File: src/rtl/io_output_pkg.sv
// Shared constants, index-width helper and write-FIFO entry type for the I/O output bank.
// Readback ports are enabled elsewhere by defining IO_OUTPUT_READBACK_EN.
package io_output_pkg;

  localparam int DEF_DATA_WIDTH = 32;
  localparam int DEF_ADDR_WIDTH = 10;
  localparam int DEF_NUM_CHANNELS = 4;
  localparam logic [9:0] DEF_BASE_ADDR = 10'h3F0;
  localparam int DEF_FIFO_DEPTH = 4;

  // A single-channel bank still needs a 1-bit index field to form a legal struct.
  function automatic int ch_idx_w(input int n);
    return (n > 1) ? $clog2(n) : 1;
  endfunction

  localparam int CH_IDX_W = ch_idx_w(DEF_NUM_CHANNELS);

  typedef struct packed {
    logic [CH_IDX_W-1:0]       idx;
    logic [DEF_DATA_WIDTH-1:0] data;
  } io_wr_entry_t;

endpackage

File: src/rtl/io_output_bank_if.sv
// Processor store bus plus per-channel valid/ack handshake for io_output_bank.
// With IO_OUTPUT_READBACK_EN defined, rd_data and pending are added.
interface io_output_bank_if
  import io_output_pkg::*;
#(
  parameter int DATA_WIDTH   = DEF_DATA_WIDTH,
  parameter int ADDR_WIDTH   = DEF_ADDR_WIDTH,
  parameter int NUM_CHANNELS = DEF_NUM_CHANNELS,
  parameter int FIFO_DEPTH   = DEF_FIFO_DEPTH
);

  logic [DATA_WIDTH-1:0]              dataC;
  logic [ADDR_WIDTH-1:0]              address;
  logic                               IO_RAMwrite;
  logic                               stall;
  logic [NUM_CHANNELS*DATA_WIDTH-1:0] ch_data;
  logic [NUM_CHANNELS-1:0]            ch_valid;
  logic [NUM_CHANNELS-1:0]            ch_ack;

`ifdef IO_OUTPUT_READBACK_EN
  logic [DATA_WIDTH-1:0]              rd_data;
  logic [$clog2(FIFO_DEPTH):0]        pending;

  modport master (
    output dataC, address, IO_RAMwrite, ch_ack,
    input  stall, ch_data, ch_valid, rd_data, pending
  );

  modport slave (
    input  dataC, address, IO_RAMwrite, ch_ack,
    output stall, ch_data, ch_valid, rd_data, pending
  );
`else
  modport master (
    output dataC, address, IO_RAMwrite, ch_ack,
    input  stall, ch_data, ch_valid
  );

  modport slave (
    input  dataC, address, IO_RAMwrite, ch_ack,
    output stall, ch_data, ch_valid
  );
`endif

endinterface

File: src/rtl/io_write_fifo.sv
// In-order pending-write FIFO; DEPTH must be a power of two so pointers wrap naturally.
module io_write_fifo
  import io_output_pkg::*;
#(
  parameter type entry_t = io_wr_entry_t,
  parameter int  DEPTH   = DEF_FIFO_DEPTH
) (
  input  logic                   clock,
  input  logic                   reset_n,
  input  logic                   push,
  input  entry_t                 push_data,
  input  logic                   pop,
  output entry_t                 pop_data,
  output logic                   full,
  output logic                   empty,
  output logic [$clog2(DEPTH):0] count
);

  localparam int PTR_W = $clog2(DEPTH);

  entry_t           mem [DEPTH];
  logic [PTR_W-1:0] wr_ptr;
  logic [PTR_W-1:0] rd_ptr;
  logic [PTR_W:0]   cnt;
  logic             do_push;
  logic             do_pop;

  assign full     = (cnt == (PTR_W + 1)'(DEPTH));
  assign empty    = (cnt == '0);
  assign count    = cnt;
  assign do_push  = push && !full;
  assign do_pop   = pop && !empty;
  assign pop_data = mem[rd_ptr];

  always_ff @(posedge clock or negedge reset_n) begin
    if (!reset_n) begin
      wr_ptr <= '0;
      rd_ptr <= '0;
      cnt    <= '0;
    end else begin
      if (do_push) wr_ptr <= wr_ptr + 1'b1;
      if (do_pop)  rd_ptr <= rd_ptr + 1'b1;
      case ({do_push, do_pop})
        2'b10:   cnt <= cnt + 1'b1;
        2'b01:   cnt <= cnt - 1'b1;
        default: cnt <= cnt;
      endcase
    end
  end

  // Storage needs no reset: an entry is only ever read after it has been written.
  always_ff @(posedge clock) begin
    if (do_push) mem[wr_ptr] <= push_data;
  end

endmodule

File: src/rtl/io_output_bank.sv
// Memory-mapped multi-channel output bank: decoded stores queue in order, then land in channel registers.
// Define IO_OUTPUT_READBACK_EN to add the rd_data readback mux and the pending entry count.
module io_output_bank
  import io_output_pkg::*;
#(
  parameter int                    DATA_WIDTH   = DEF_DATA_WIDTH,
  parameter int                    ADDR_WIDTH   = DEF_ADDR_WIDTH,
  parameter int                    NUM_CHANNELS = DEF_NUM_CHANNELS,
  parameter logic [ADDR_WIDTH-1:0] BASE_ADDR    = DEF_BASE_ADDR,
  parameter int                    FIFO_DEPTH   = DEF_FIFO_DEPTH
) (
  input logic             clock,
  input logic             reset_n,
  io_output_bank_if.slave bus
);

  localparam int CH_W  = ch_idx_w(NUM_CHANNELS);
  localparam int CNT_W = $clog2(FIFO_DEPTH) + 1;

  typedef struct packed {
    logic [CH_W-1:0]       idx;
    logic [DATA_WIDTH-1:0] data;
  } entry_t;

  logic [ADDR_WIDTH-1:0]              addr_off;
  logic [CH_W-1:0]                    addr_idx;
  logic                               in_range;
  entry_t                             push_entry;
  entry_t                             head;
  logic                               fifo_push;
  logic                               fifo_pop;
  logic                               fifo_full;
  logic                               fifo_empty;
  logic [CNT_W-1:0]                   fifo_count;
  logic                               head_free;
  logic [DATA_WIDTH-1:0]              ch_reg [NUM_CHANNELS];
  logic [NUM_CHANNELS-1:0]            ch_valid_q;
  logic [NUM_CHANNELS*DATA_WIDTH-1:0] ch_data_flat;

  // Offset compare avoids overflow when the window sits at the top of the address space.
  assign addr_off = bus.address - BASE_ADDR;
  assign in_range = (bus.address >= BASE_ADDR) && (addr_off < ADDR_WIDTH'(NUM_CHANNELS));
  assign addr_idx = addr_off[CH_W-1:0];

  assign push_entry.idx  = addr_idx;
  assign push_entry.data = bus.dataC;
  assign fifo_push       = bus.IO_RAMwrite && in_range && !fifo_full;

  io_write_fifo #(
    .entry_t (entry_t),
    .DEPTH   (FIFO_DEPTH)
  ) u_fifo (
    .clock     (clock),
    .reset_n   (reset_n),
    .push      (fifo_push),
    .push_data (push_entry),
    .pop       (fifo_pop),
    .pop_data  (head),
    .full      (fifo_full),
    .empty     (fifo_empty),
    .count     (fifo_count)
  );

  // A channel accepts the head when idle or when its consumer acks this very cycle.
  assign head_free = !ch_valid_q[head.idx] || bus.ch_ack[head.idx];
  assign fifo_pop  = !fifo_empty && head_free;

  always_ff @(posedge clock or negedge reset_n) begin
    if (!reset_n) begin
      for (int i = 0; i < NUM_CHANNELS; i++) ch_reg[i] <= '0;
      ch_valid_q <= '0;
    end else begin
      for (int i = 0; i < NUM_CHANNELS; i++) begin
        if (fifo_pop && (head.idx == CH_W'(i))) begin
          ch_reg[i]     <= head.data;
          ch_valid_q[i] <= 1'b1;
        end else if (bus.ch_ack[i]) begin
          ch_valid_q[i] <= 1'b0;
        end
      end
    end
  end

  always_comb begin
    ch_data_flat = '0;
    for (int i = 0; i < NUM_CHANNELS; i++) begin
      ch_data_flat[i*DATA_WIDTH +: DATA_WIDTH] = ch_reg[i];
    end
  end

  assign bus.ch_data  = ch_data_flat;
  assign bus.ch_valid = ch_valid_q;
  assign bus.stall    = (fifo_count == CNT_W'(FIFO_DEPTH));

`ifdef IO_OUTPUT_READBACK_EN
  assign bus.rd_data = in_range ? ch_reg[addr_idx] : '0;
  assign bus.pending = fifo_count;
`endif

endmodule

File: src/flat_wrapper.sv
// flat-port wrapper written by rule: the top's interface ports become plain ports
module io_output_bank_flat import io_output_pkg::*;
#(
  parameter int                    DATA_WIDTH   = DEF_DATA_WIDTH,
  parameter int                    ADDR_WIDTH   = DEF_ADDR_WIDTH,
  parameter int                    NUM_CHANNELS = DEF_NUM_CHANNELS,
  parameter logic [ADDR_WIDTH-1:0] BASE_ADDR    = DEF_BASE_ADDR,
  parameter int                    FIFO_DEPTH   = DEF_FIFO_DEPTH
)
  (clock, reset_n, bus_dataC, bus_address, bus_IO_RAMwrite, bus_ch_ack, bus_stall, bus_ch_data, bus_ch_valid);
  io_output_bank_if #(.DATA_WIDTH(DATA_WIDTH), .ADDR_WIDTH(ADDR_WIDTH), .NUM_CHANNELS(NUM_CHANNELS), .FIFO_DEPTH(FIFO_DEPTH)) bus_i ();
  input logic clock;
  input logic reset_n;
  input wire logic [$bits(bus_i.dataC)-1:0] bus_dataC;
  input wire logic [$bits(bus_i.address)-1:0] bus_address;
  input wire logic [$bits(bus_i.IO_RAMwrite)-1:0] bus_IO_RAMwrite;
  input wire logic [$bits(bus_i.ch_ack)-1:0] bus_ch_ack;
  output wire logic [$bits(bus_i.stall)-1:0] bus_stall;
  output wire logic [$bits(bus_i.ch_data)-1:0] bus_ch_data;
  output wire logic [$bits(bus_i.ch_valid)-1:0] bus_ch_valid;
  assign bus_i.dataC = bus_dataC;
  assign bus_i.address = bus_address;
  assign bus_i.IO_RAMwrite = bus_IO_RAMwrite;
  assign bus_i.ch_ack = bus_ch_ack;
  assign bus_stall = bus_i.stall;
  assign bus_ch_data = bus_i.ch_data;
  assign bus_ch_valid = bus_i.ch_valid;
  io_output_bank #(.DATA_WIDTH(DATA_WIDTH), .ADDR_WIDTH(ADDR_WIDTH), .NUM_CHANNELS(NUM_CHANNELS), .BASE_ADDR(BASE_ADDR), .FIFO_DEPTH(FIFO_DEPTH)) u_core (.clock(clock), .reset_n(reset_n), .bus(bus_i));
endmodule
File: config.mk
export PLATFORM = sky130hd
export DESIGN_NAME = io_output_bank_flat
export DESIGN_NICKNAME = d
export VERILOG_FILES = /design/src/rtl/io_output_pkg.sv /design/src/rtl/io_output_bank_if.sv /design/src/rtl/io_write_fifo.sv /design/src/rtl/io_output_bank.sv /design/src/flat_wrapper.sv
export SDC_FILE = /design/constraint.sdc
export NUM_CORES = 1
export LEC_CHECK = 0
export CELL_PAD_IN_SITES_DETAIL_PLACEMENT = 1
export CELL_PAD_IN_SITES_GLOBAL_PLACEMENT = 2
export CORE_MARGIN = 5
export CORE_UTILIZATION = 32
export CTS_CLUSTER_DIAMETER = 200
export DETAILED_ROUTE_END_ITERATION = 12
export GPL_TIMING_DRIVEN = 0
export PLACE_DENSITY_LB_ADDON = 0.1
export SETUP_SLACK_MARGIN = 0.02
export SYNTH_ARGS = -nofsm -noshare
export SYNTH_HDL_FRONTEND = slang
export SYNTH_SLANG_ARGS = --single-unit
File: constraint.sdc
create_clock -name clock -period 5.1 [get_ports clock]
set_input_delay 1.02 -clock clock [delete_from_list [all_inputs] [get_ports clock]]
set_output_delay 1.02 -clock clock [all_outputs]
set_load 0.03 [all_outputs]
==> results of run 1 <==
flip-flops by register name, indices dropped and copies added (netlist names):
| name | count |
|---|---|
| u_core.u_fifo.count | 3 |
| u_core.u_fifo.mem | 136 |
| u_core.u_fifo.wr_ptr | 2 |
| u_core.bus.ch_data | 128 |
| u_core.bus.ch_valid | 4 |
| u_core.u_fifo.rd_ptr | 2 |
area by class of cell:
| class | instances | share of cell area (%) |
|---|---|---|
| sequential | 275 | 54.9 |
| timing repair buffer | 186 | 13.9 |
| clock buffer | 48 | 6.67 |
| inverter | 8 | 0.218 |
| tap | 402 | 3.65 |
| multi-input combinational | 206 | 18.6 |
| clock inverter | 8 | 0.817 |
| buffer | 22 | 1.21 |
how the worst max path moves through the flow:
stage                            start                  endpoint  slack (ns)  cells past startpoint
2_1_floorplan           bus_address[2]   u_core.u_fifo.mem[0][0]        2.06                      4
3_3_place_gp                   reset_n    u_core.bus.ch_data[83]       -2.64                      1
3_5_place_dp            bus_address[5]  u_core.u_fifo.mem[0][20]        1.63                      7
4_1_cts        u_core.u_fifo.rd_ptr[1]    u_core.u_fifo.count[2]        2.04                     11
5_1_grt        u_core.u_fifo.rd_ptr[1]    u_core.u_fifo.count[2]        1.81                     11
6_report       u_core.u_fifo.rd_ptr[1]    u_core.u_fifo.count[2]        2.15                     11
synth_stat cells, drive strengths merged, types with 2 or more instances:
| cell | count |
|---|---|
| and2 | 4 |
| inv | 8 |
| edfxtp | 136 |
| clkbuf | 4 |
| nand2 | 5 |
| xor2 | 3 |
| dfrtp | 139 |
| nor3 | 3 |
| ha | 5 |
| nand2b | 5 |
| mux4 | 34 |
| and3 | 2 |
| xnor2 | 3 |
| mux2i | 2 |
| nand3 | 2 |
| mux2 | 130 |
| buf | 18 |
| nor2 | 2 |
routing by layer:
metal / up-vias / track usage (%)
li1: 2384 / -
met1: 2776 / 16.2
met2: 133 / 25.7
met3: 36 / 4.00
met4: 4 / 2.78
met5: - / 0
report_power, final:
group	switching [mW]	internal (mW)
Combinational	2.34	2.04
Sequential	0.312	2.93
Clock	0.836	1.38
Total	3.49	6.34
cells by family (layout without fill, tap and decap cells):
logic type      after synthesis  in the layout  synth area share (%)
compound gates                2              2                 0.133
xor+xnor                      6              6                 0.509
fa+ha+maj                     6              6                 0.800
buf+inv                      30            272                  1.90
flops                       275            275                  73.3
mux                         166            166                  21.8
simple gates                 26             26                  1.59
worst reg2reg max path, delay by kind of cell (launching register included):
family | cells | cell delay, ns
muxes | 2 | 0.51
and+or+nand+nor | 1 | 0.11
buffers and inverters | 3 | 0.61
adders and majority gates | 2 | 0.65
DFF | 1 | 0.32
xor gates and xnor gates | 2 | 0.32
AOI/OAI and AO/OA | 1 | 0.36
==> results by group, run 1 <==
Power and ir drop
  – Pwr Total: 9.83 mW
  – Peak supply drop: 0.271 mV
  – Cell Pwr Density: 713 mW/mm^2
  – Leakage power: 5.12 nW

Timing
  – Achievable frequency: 339 MHz
  – Final hold slack: 0.455 ns
  – Worst-Margin Slew: 0.994 ns
  – Setup ws final: 2.15 ns
  – Clock skew: 0.0199 ns
  – RSZ-0062 raised after global routing: no
  – Endpoints failing setup: 0
  – Final Cycle Share: 57.8%
  – Max-slew violation count: 0
  – Hold Vio Cnt, Final: 0
  – Final TNS setup: 0 ns
  – Final min period: 2.95 ns
  – Slew Limit Headroom: 33.7%

Final layout
  – Fin util: 43.5%
  – ANT cells: 0
  – Area occupied by multi-input gates: 0.00257 mm^2
  – Post-Layout Inst Area: 0.0138 mm^2
  – Fillers: 3034
  – Fin nets: 784
  – Area growth syn-to-layout: 33.5%
  – Final Non-Filler Cells: 1155
  – Leading cell type in the layout, fill and taps excluded: clkdlybuf4s50_1
  – Commonest non-fill, non-tap cells in the layout: clkdlybuf4s50_1, dfrtp_1, edfxtp_1, mux2_2, mux4_2
  – Layout cells sized above 1: 30.7%
  – Storage element area: 0.00756 mm^2

Setup path
  – Data required, critical path: 5.56 ns
  – Worst flop-to-flop path startpoint: u_core.u_fifo.rd_ptr[1]
  – Worst R2R Path Depth: 11
  – Crit path buf inv count: 3
  – Reg2reg end: u_core.u_fifo.count[2]
  – Slowest stage cell, crit path: mux4_2
  – Worst path max stage delay: 0.39 ns
  – Cells along the critical path: clkbuf_1 > mux4_2 > buf_6 > mux2i_1 > o2bb2ai_1 > ha_1 > inv_1 > fa_1 > xor2_1 > nor2_1 > xor2_1
  – R2r setup slk: 2.15 ns
  – Crit path kind: reg -> reg
  – Crit path max-delay family: adder cells
  – Crit path DAT: 3.40 ns
  – Most frequent CP cell: xor2_1
  – CP startpoint kind: flop
  – Largest fanout on the critical path: 8
  – CP Capture Type: flop

Global route
  – Initial antenna violation count: 2
  – Via count of the first global-routing pass: 6288
  – Largest net degree at the start of global routing: 75
  – Overall global routing resource usage: 13.9%
  – GR Overflow Total: 0
  – Global-route wire length before repair: 38.6 mm

Clock tree
  – H-tree depth: 1
  – Clock sinks: 275
  – Root Buffer: clkbuf_16
  – Hold_buf cts: 0
  – Max Root-Sink Buffers: 3
  – Worst-Skew Late Latency: 0.54 ns
  – Post-CTS sizing: 0
  – CTS Buf Count: 30
  – CTS tree: yes
  – Worst-path clk slew: 0.06 ns
  – Post-CTS setup buffers: 0

Synth
  – Synth cell types: 28
  – Number of synthesized flops with an enable pin: 136
  – FFs w/ async S/R, synth: 50.5%
  – Post-synth design cell area: 0.0103 mm^2
  – Avg Inst Size Synth: 20.2 um^2
  – Top_reg_cell synth: dfrtp_1
  – Synth area leader: edfxtp_1
  – Register area share after synthesis: 73.3%
  – Largest cells by area after synthesis: edfxtp_1, dfrtp_1, mux2_2, mux4_2, buf_6
  – Syn Nets: 566
  – #FFs+latches synth: 275
  – Synthesis Warnings: 0
  – Post-synth top area share: 39.6%
  – Post-Synthesis Cells: 511

Place
  – Dpl cell area: 0.0127 mm^2
  – PortBufs: 181
  – RD Place Congestion: 0.705
  – Cell count after placement: 1099
  – Post-DP HPWL: 17.0 mm
  – Place WS: 1.63 ns

Routing
  – ANT nets after route: 0
  – Top layer in use: met5
  – Avg WL per Cell: 21.5 um
  – Metal-1 WL: 9.72 mm
  – Routed WL: 24.8 mm
  – Vias: 5333
  – Met2 WL post-DR: 13.2 mm
  – Pre-antenna DRT Iters: 4
  – Iter 0 DRT Violations: 158
  – WL met3: 1.56 mm
  – Vias/cell: 4.62
  – Drt drc: 0

Min path
  – Min-Delay Path Class: in -> async

Floorplanning
  – Starting density of the core: 32.5%
  – Die width: 190 um
  – Placeable Area: 0.0317 mm^2
  – DIE AREA: 0.0359 mm^2
  – Rows: 65
  – Die Span Y: 190 um
  – Ports: 182

Outcome
  – Outcome: finished clean

Job
  – Max_cap viols: 0
(Power assumes the default switching activity.)
==> inputs of run 2 (changes only) <==
==> constraint.sdc (replaced) <==
create_clock -name clock -period 2.43 [get_ports clock]
set_input_delay 0.486 -clock clock [delete_from_list [all_inputs] [get_ports clock]]
set_output_delay 0.486 -clock clock [all_outputs]
set_load 0.03 [all_outputs]
==> results by group, run 2 (synthesis gave the netlist of run 1 again) <==
Timing
  – Max-slew violation count: 0 (unchanged)
  – Worst-Margin Slew: 0.749 ns (-0.245 ns)
  – Final min period: 2.47 ns (-0.477 ns)
  – RSZ-0062 raised after global routing: yes
  – Hold Vio Cnt, Final: 0 (unchanged)
  – Final hold slack: 0.497 ns (+0.0428 ns)
  – Slew Limit Headroom: 50.1% (+16 points)
  – Achievable frequency: 405 MHz (+19%)
  – Endpoints failing setup: 2 (+2)
  – Final Cycle Share: 102% (+44 points)
  – Clock skew: 0.0116 ns (-0.00823 ns)
  – Setup ws final: -0.0392 ns (-2.19 ns)
  – Final TNS setup: -0.0510 ns (-0.0510 ns)

Final layout
  – ANT cells: 0 (unchanged)
  – Commonest non-fill, non-tap cells in the layout: clkdlybuf4s50_1, dfrtp_1, edfxtp_1, mux2_2, mux4_2
  – Fillers: 3048 (+0.46%)
  – Storage element area: 0.00756 mm^2 (unchanged)
  – Largest reg by FF count: u_core.u_fifo.mem
  – Max reg flops: 136 (unchanged)
  – Fin nets: 793 (+1.1%)
  – Layout cells sized above 1: 32.5% (+1.8 points)
  – Area occupied by multi-input gates: 0.00263 mm^2 (+2.4%)
  – Leading cell type in the layout, fill and taps excluded: clkdlybuf4s50_1
  – Area growth syn-to-layout: 34.3%

Setup path
  – Largest fanout on the critical path: 6 (-2)
  – Crit path kind: reg -> reg
  – Cells along the critical path: buf_8 > mux4_2 > buf_6 > mux2_4 > o2bb2ai_4 > ha_4 > inv_2 > fa_2 > xor2_1 > nor2_1 > xor2_1
  – Reg2reg end: u_core.u_fifo.count[2]
  – Crit path DAT: 2.94 ns (-0.46 ns)
  – CP Capture Type: flop
  – Crit path from: u_core.u_fifo.rd_ptr[0]
  – Slowest stage cell, crit path: mux4_2
  – CP startpoint kind: flop
  – Worst flop-to-flop path startpoint: u_core.u_fifo.rd_ptr[0]
  – R2r setup slk: -0.04 ns (-2.19 ns)
  – Data required, critical path: 2.90 ns (-2.66 ns)
  – Most frequent CP cell: xor2_1
  – Worst path max stage delay: 0.50 ns (+0.11 ns)
  – Worst R2R Path Depth: 11 (unchanged)

Power and ir drop
  – Cell Pwr Density: 1500 mW/mm^2 (+110%)
  – Leakage power: 5.17 nW (+0.94%)
  – Peak supply drop: 0.569 mV (+110%)

Global route
  – Overall global routing resource usage: 14.0% (+0.035 points)
  – Global-route wire length before repair: 38.6 mm (about the same)
  – Largest net degree at the start of global routing: 71 (-5.3%)
  – GR Overflow Total: 0 (unchanged)
  – Initial antenna violation count: 4 (+2)
  – Via count of the first global-routing pass: 6270 (-0.29%)

Routing
  – ANT nets after route: 0 (unchanged)
  – Vias/cell: 4.71 (+2.0%)
  – Iter 0 DRT Violations: 189 (+20%)
  – Pre-antenna DRT Iters: 6 (+2)
  – Drt drc: 0 (unchanged)
  – Avg WL per Cell: 21.6 um (+0.42%)
  – Routed WL: 25.2 mm (+1.3%)
  – Vias: 5485 (+2.9%)

Clock tree
  – Clock sinks: 275 (unchanged)
  – CTS Buf Count: 31 (+3.3%)
  – H-tree depth: 1 (unchanged)
  – Worst-path clk slew: 0.06 ns (about the same)
  – Worst-Skew Late Latency: 0.55 ns (about the same)
  – Root Buffer: clkbuf_16
  – CTS tree: yes
  – Max Root-Sink Buffers: 3 (unchanged)

Outcome
  – Failing checks: setup timing
  – Outcome: complete, but fails checks

Floorplanning
  – Die width: 190 um (unchanged)
  – Starting density of the core: 32.5% (unchanged)
  – Rows: 65 (unchanged)
  – Placeable Area: 0.0317 mm^2 (unchanged)
  – Ports: 182 (unchanged)
  – Die Span Y: 190 um (unchanged)
  – DIE AREA: 0.0359 mm^2 (unchanged)

Place
  – PortBufs: 181 (unchanged)
  – Post-DP HPWL: 16.7 mm (-1.7%)
  – RD Place Congestion: 0.736 (+4.4%)

Job
  – Max_cap viols: 0 (unchanged)

Min path
  – Min-Delay Path Class: in -> async
==> run 2: worst max-delay path, delay by kind of cell, from the launching register on <==
kind                       cells  cell delay (ns)
AOI/OAI and AO/OA              1             0.14
and+or+nand+nor                1             0.11
xor gates and xnor gates       2             0.29
buffers and inverters          3             0.30
muxes                          2             0.70
adders and majority gates      2             0.48
DFF                            1             0.36
==> run 2: per-stage QoR <==
stage | util [%] | worst slack, ns | total power, mW | instances | instance area (um^2)
finish | 43.7 | -0.0392 | 20.8 | 1165 | 13900
floorplan | - | -0.0861 | 12.6 | 511 | 10400
global placement | 39.9 | -4.83 | 16.1 | 1094 | 12700
detailed placement | 40.0 | -0.931 | 16.4 | 1095 | 12700
global route | 43.7 | -0.205 | 21.9 | 1165 | 13900
CTS | 43.5 | -0.0894 | 21.1 | 1163 | 13800
==> run 2: per-layer routing <==
metal	GRT usage, %	share of wire [%]	vias to the layer above
met5	0	0.23	-
met4	3.06	1.8	8
met3	3.72	5.7	51
met2	25.6	53	129
met1	16.5	40	2892
li1	-	-	2405
==> run 2: how the worst max path moves through the flow <==
| stage | to | depth (start not counted) | slack [ns] |
|---|---|---|---|
| 6_report | u_core.u_fifo.count[2] | 11 | -0.04 |
| 5_1_grt | u_core.u_fifo.count[2] | 11 | -0.20 |
| 4_1_cts | u_core.u_fifo.count[2] | 11 | -0.09 |
| 3_5_place_dp | u_core.u_fifo.mem[3][16] | 6 | -0.93 |
| 3_3_place_gp | u_core.bus.ch_data[115] | 1 | -4.83 |
| 2_1_floorplan | u_core.u_fifo.count[2] | 11 | -0.09 |
==> run 2: where the power goes <==
part / switching, mW / total (mW) / internal (mW)
combinational: 5.02 / 9.66 / 4.64
sequential: 0.696 / 6.84 / 6.14
clock: 1.80 / 4.31 / 2.51
==> run 2: final cells by class <==
type	count	share of cell area, %
clock inverters	17	0.822
multi-input cells	206	19.0
inverters	8	0.217
well taps	402	3.63
clock buffers	41	6.01
flip-flops and latches	275	54.6
plain buffers	21	1.65
repair buffers	195	14.1
==> run 2: repair_timing <==
item | CTS | global route
resized for setup | 21 | 10
endpoints found under the setup margin | 258 | 58
endpoints found under the hold margin | 65 | 0
hold buffers | 1 | 0
setup buffers | 10 | 2
pin swaps | 4 | 1
==> inputs of run 3 (changes only) <==
--- a/config.mk
+++ b/config.mk
@@ -5,15 +5,17 @@
 export SDC_FILE = /design/constraint.sdc
 export NUM_CORES = 1
 export LEC_CHECK = 0
+export ABC_AREA = 1
 export CELL_PAD_IN_SITES_DETAIL_PLACEMENT = 1
 export CELL_PAD_IN_SITES_GLOBAL_PLACEMENT = 2
 export CORE_MARGIN = 5
-export CORE_UTILIZATION = 32
+export CORE_UTILIZATION = 31
 export CTS_CLUSTER_DIAMETER = 200
 export DETAILED_ROUTE_END_ITERATION = 12
 export GPL_TIMING_DRIVEN = 0
 export PLACE_DENSITY_LB_ADDON = 0.1
 export SETUP_SLACK_MARGIN = 0.02
+export SKIP_CTS_REPAIR_TIMING = 1
 export SYNTH_ARGS = -nofsm -noshare
 export SYNTH_HDL_FRONTEND = slang
 export SYNTH_SLANG_ARGS = --single-unit
==> results by group, run 3 <==
Final layout
  – Leading cell type in the layout, fill and taps excluded: nand2_1
  – Fillers: 3855 (+26%)
  – Fin nets: 1284 (+62%)
  – Commonest non-fill, non-tap cells in the layout: nand2_1, clkdlybuf4s50_1, dfrtp_1, edfxtp_1, nand4_1
  – ANT cells: 0 (unchanged)
  – Final Non-Filler Cells: 1714 (+47%)
  – Area occupied by multi-input gates: 0.00328 mm^2 (+25%)
  – Largest reg by FF count: u_core.u_fifo.mem
  – Max reg flops: 136 (unchanged)
  – Area growth syn-to-layout: 36.6%
  – Storage element area: 0.00756 mm^2 (about the same)
  – Layout cells sized above 1: 13.2% (-19 points)

Global route
  – Via count of the first global-routing pass: 8738 (+39%)
  – Overall global routing resource usage: 18.4% (+4.5 points)
  – Largest net degree at the start of global routing: 73 (+2.8%)
  – Initial antenna violation count: 0 (-4)
  – GR Overflow Total: 0 (unchanged)
  – Global-route wire length before repair: 55.5 mm (+44%)

Synth
  – Synth cell types: 27 (-3.6%)
  – Number of synthesized flops with an enable pin: 136 (unchanged)
  – Avg Inst Size Synth: 11.0 um^2 (-45%)
  – Post-synth top area share: 37.0% (-2.6 points)
  – Post-Synthesis Cells: 1000 (+96%)
  – FFs w/ async S/R, synth: 50.5% (unchanged)
  – #FFs+latches synth: 275 (unchanged)
  – Synth top cells by count: nand2_1, dfrtp_1, edfxtp_1
  – Largest cells by area after synthesis: edfxtp_1, dfrtp_1, nand2_1, nand4_1, o21ai_0
  – Synthesis Warnings: 0 (unchanged)
  – Most frequent cell after synthesis: nand2_1
  – Register area share after synthesis: 68.5% (-4.8 points)
  – Syn Nets: 1055 (+86%)
  – Top_reg_cell synth: dfrtp_1
  – Synth area leader: edfxtp_1
  – Post-synth design cell area: 0.0110 mm^2 (+7.0%)

Setup path
  – Data required, critical path: 2.87 ns (-0.03 ns)
  – CP Capture Type: flop
  – Crit path kind: reg -> reg
  – CP startpoint kind: flop
  – Crit path DAT: 2.94 ns (about the same)
  – Cells along the critical path: buf_4 > nand3_1 > nand2_4 > nand3_2 > nand2_1 > nor2_2 > nand2_4 > buf_8 > nand2_8 > inv_1 > ha_1 > inv_2 > fa_2 > a21oi_2 > o21ai_1 > xor2_1
  – Largest fanout on the critical path: 10 (+4)
  – Worst path max stage delay: 0.41 ns (-0.09 ns)
  – Most frequent CP cell: nand2_4
  – Slowest stage cell, crit path: dfrtp_2

Routing
  – Iter 0 DRT Violations: 406 (+110%)
  – Pre-antenna DRT Iters: 4 (-2)
  – Vias: 8304 (+51%)
  – ANT nets after route: 0 (unchanged)
  – Routed WL: 36.7 mm (+46%)
  – Drt drc: 0 (unchanged)
  – Vias/cell: 4.84 (+2.9%)
  – Avg WL per Cell: 21.4 um (-0.71%)

Timing
  – Final Cycle Share: 103% (+1.5 points)
  – Clock skew: 0.0106 ns (-0.00106 ns)
  – Max-slew violation count: 0 (unchanged)
  – Endpoints failing setup: 1 (-1)
  – Achievable frequency: 399 MHz (-1.4%)
  – Worst-Margin Slew: 0.714 ns (-0.0348 ns)
  – RSZ-0062 raised after global routing: yes
  – Slew Limit Headroom: 52.4% (+2.3 points)
  – Setup ws final: -0.0746 ns (-0.0355 ns)
  – Hold Vio Cnt, Final: 0 (unchanged)
  – Final TNS setup: -0.0746 ns (-0.0236 ns)
  – Final min period: 2.50 ns (+0.0355 ns)

Floorplanning
  – Ports: 182 (unchanged)
  – Placeable Area: 0.0354 mm^2 (+12%)
  – Die Span Y: 199 um (+4.8%)
  – Die width: 199 um (+4.8%)
  – Starting density of the core: 31.2% (-1.3 points)
  – Rows: 69 (+6.2%)
  – DIE AREA: 0.0395 mm^2 (+9.9%)

Place
  – Post-DP HPWL: 26.6 mm (+60%)
  – RD Place Congestion: 0.735 (about the same)
  – PortBufs: 181 (unchanged)
  – Cell count after placement: 1647 (+50%)

Clock tree
  – Worst-path clk slew: 0.06 ns (about the same)
  – CTS tree: yes
  – H-tree depth: 1 (unchanged)
  – Max Root-Sink Buffers: 3 (unchanged)
  – Worst-Skew Late Latency: 0.56 ns (about the same)
  – CTS Buf Count: 31 (unchanged)
  – Clock sinks: 275 (unchanged)
  – Root Buffer: clkbuf_16

Power and ir drop
  – Leakage power: 6.25 nW (+21%)
  – Cell Pwr Density: 1640 mW/mm^2 (+9.6%)
  – Peak supply drop: 0.789 mV (+39%)

Min path
  – Min-Delay Path Class: reg -> reg

Outcome
  – Failing checks: setup timing
  – Outcome: complete, but fails checks

Job
  – Max_cap viols: 0 (unchanged)
## run 3: per-stage QoR
step	worst slack, ns	utilization, %	hold WS, ns	area, um^2	power [mW]
2_1_floorplan	-0.385	-	0.190	11100	14.2
3_3_place_gp	-5.40	38.0	0.455	13400	19.3
3_5_place_dp	-0.775	38.4	0.457	13600	19.5
4_1_cts	-0.565	41.6	-0.0361	14700	24.7
5_1_grt	-0.209	42.6	0.488	15100	26.4
6_report	-0.0746	42.6	0.470	15100	24.8
## run 3: report_power, final
group / internal (mW) / switching [mW] / total, mW
clock: 3.16 / 1.93 / 5.10
combinational: 4.33 / 8.43 / 12.8
sequential: 6.09 / 0.842 / 6.94
total: 13.6 / 11.2 / 24.8
## run 3: area by class of cell
type / count / share of cell area (%)
inverter: 21 / 0.597
timing repair buffer: 196 / 13.5
multi-input combinational: 630 / 21.7
sequential: 275 / 50.2
clock inverter: 25 / 2.20
clock buffer: 32 / 5.17
tap: 461 / 3.83
buffer: 74 / 2.79
## run 3: critical path, delay by kind of cell (launching register included)
kind	cells	cell delay (ns)
compound gates	2	0.24
xor+xnor	1	0.14
fa+ha+maj	2	0.52
buf+inv	4	0.45
flops	1	0.41
simple gates	7	0.62
## run 3: logic make-up (layout without fill, tap and decap cells)
family | count (synthesis) | count (layout) | share of synthesized area, %
flops | 275 | 275 | 68.5
fa+ha+maj | 6 | 6 | 0.748
xor+xnor | 4 | 4 | 0.317
compound gates | 104 | 104 | 5.08
mux | 1 | 1 | 0.102
buf+inv | 95 | 348 | 4.33
simple gates | 515 | 515 | 20.9
## run 3: final timing paths
kind | startpoint | to | slack, ns | cells past startpoint
worst max-delay path | u_core.u_fifo.rd_ptr[1] | u_core.u_fifo.count[2] | -0.07 | 16
worst min-delay path | u_core.bus.ch_data[71] | u_core.bus.ch_data[71] | 0.47 | 2
worst max register to register | u_core.u_fifo.rd_ptr[1] | u_core.u_fifo.count[2] | -0.07 | 16
worst min register to register | u_core.bus.ch_data[71] | u_core.bus.ch_data[71] | 0.47 | 2
max in group asynchronous | reset_n | u_core.bus.ch_data[40] | 1.05 | 3
min in group asynchronous | reset_n | u_core.bus.ch_data[123] | 0.54 | 2
## run 3: metal layers
metal  vias up  routed length, um  GRT usage, %  part of all wire (%)
li1       3979                  -             -                     -
met1      4110              17000          26.2                    46
met2       175              17500          30.6                    48
met3        40               1760          2.68                   4.8
met4         0                464          2.99                   1.3
met5         -                  0             0                     0
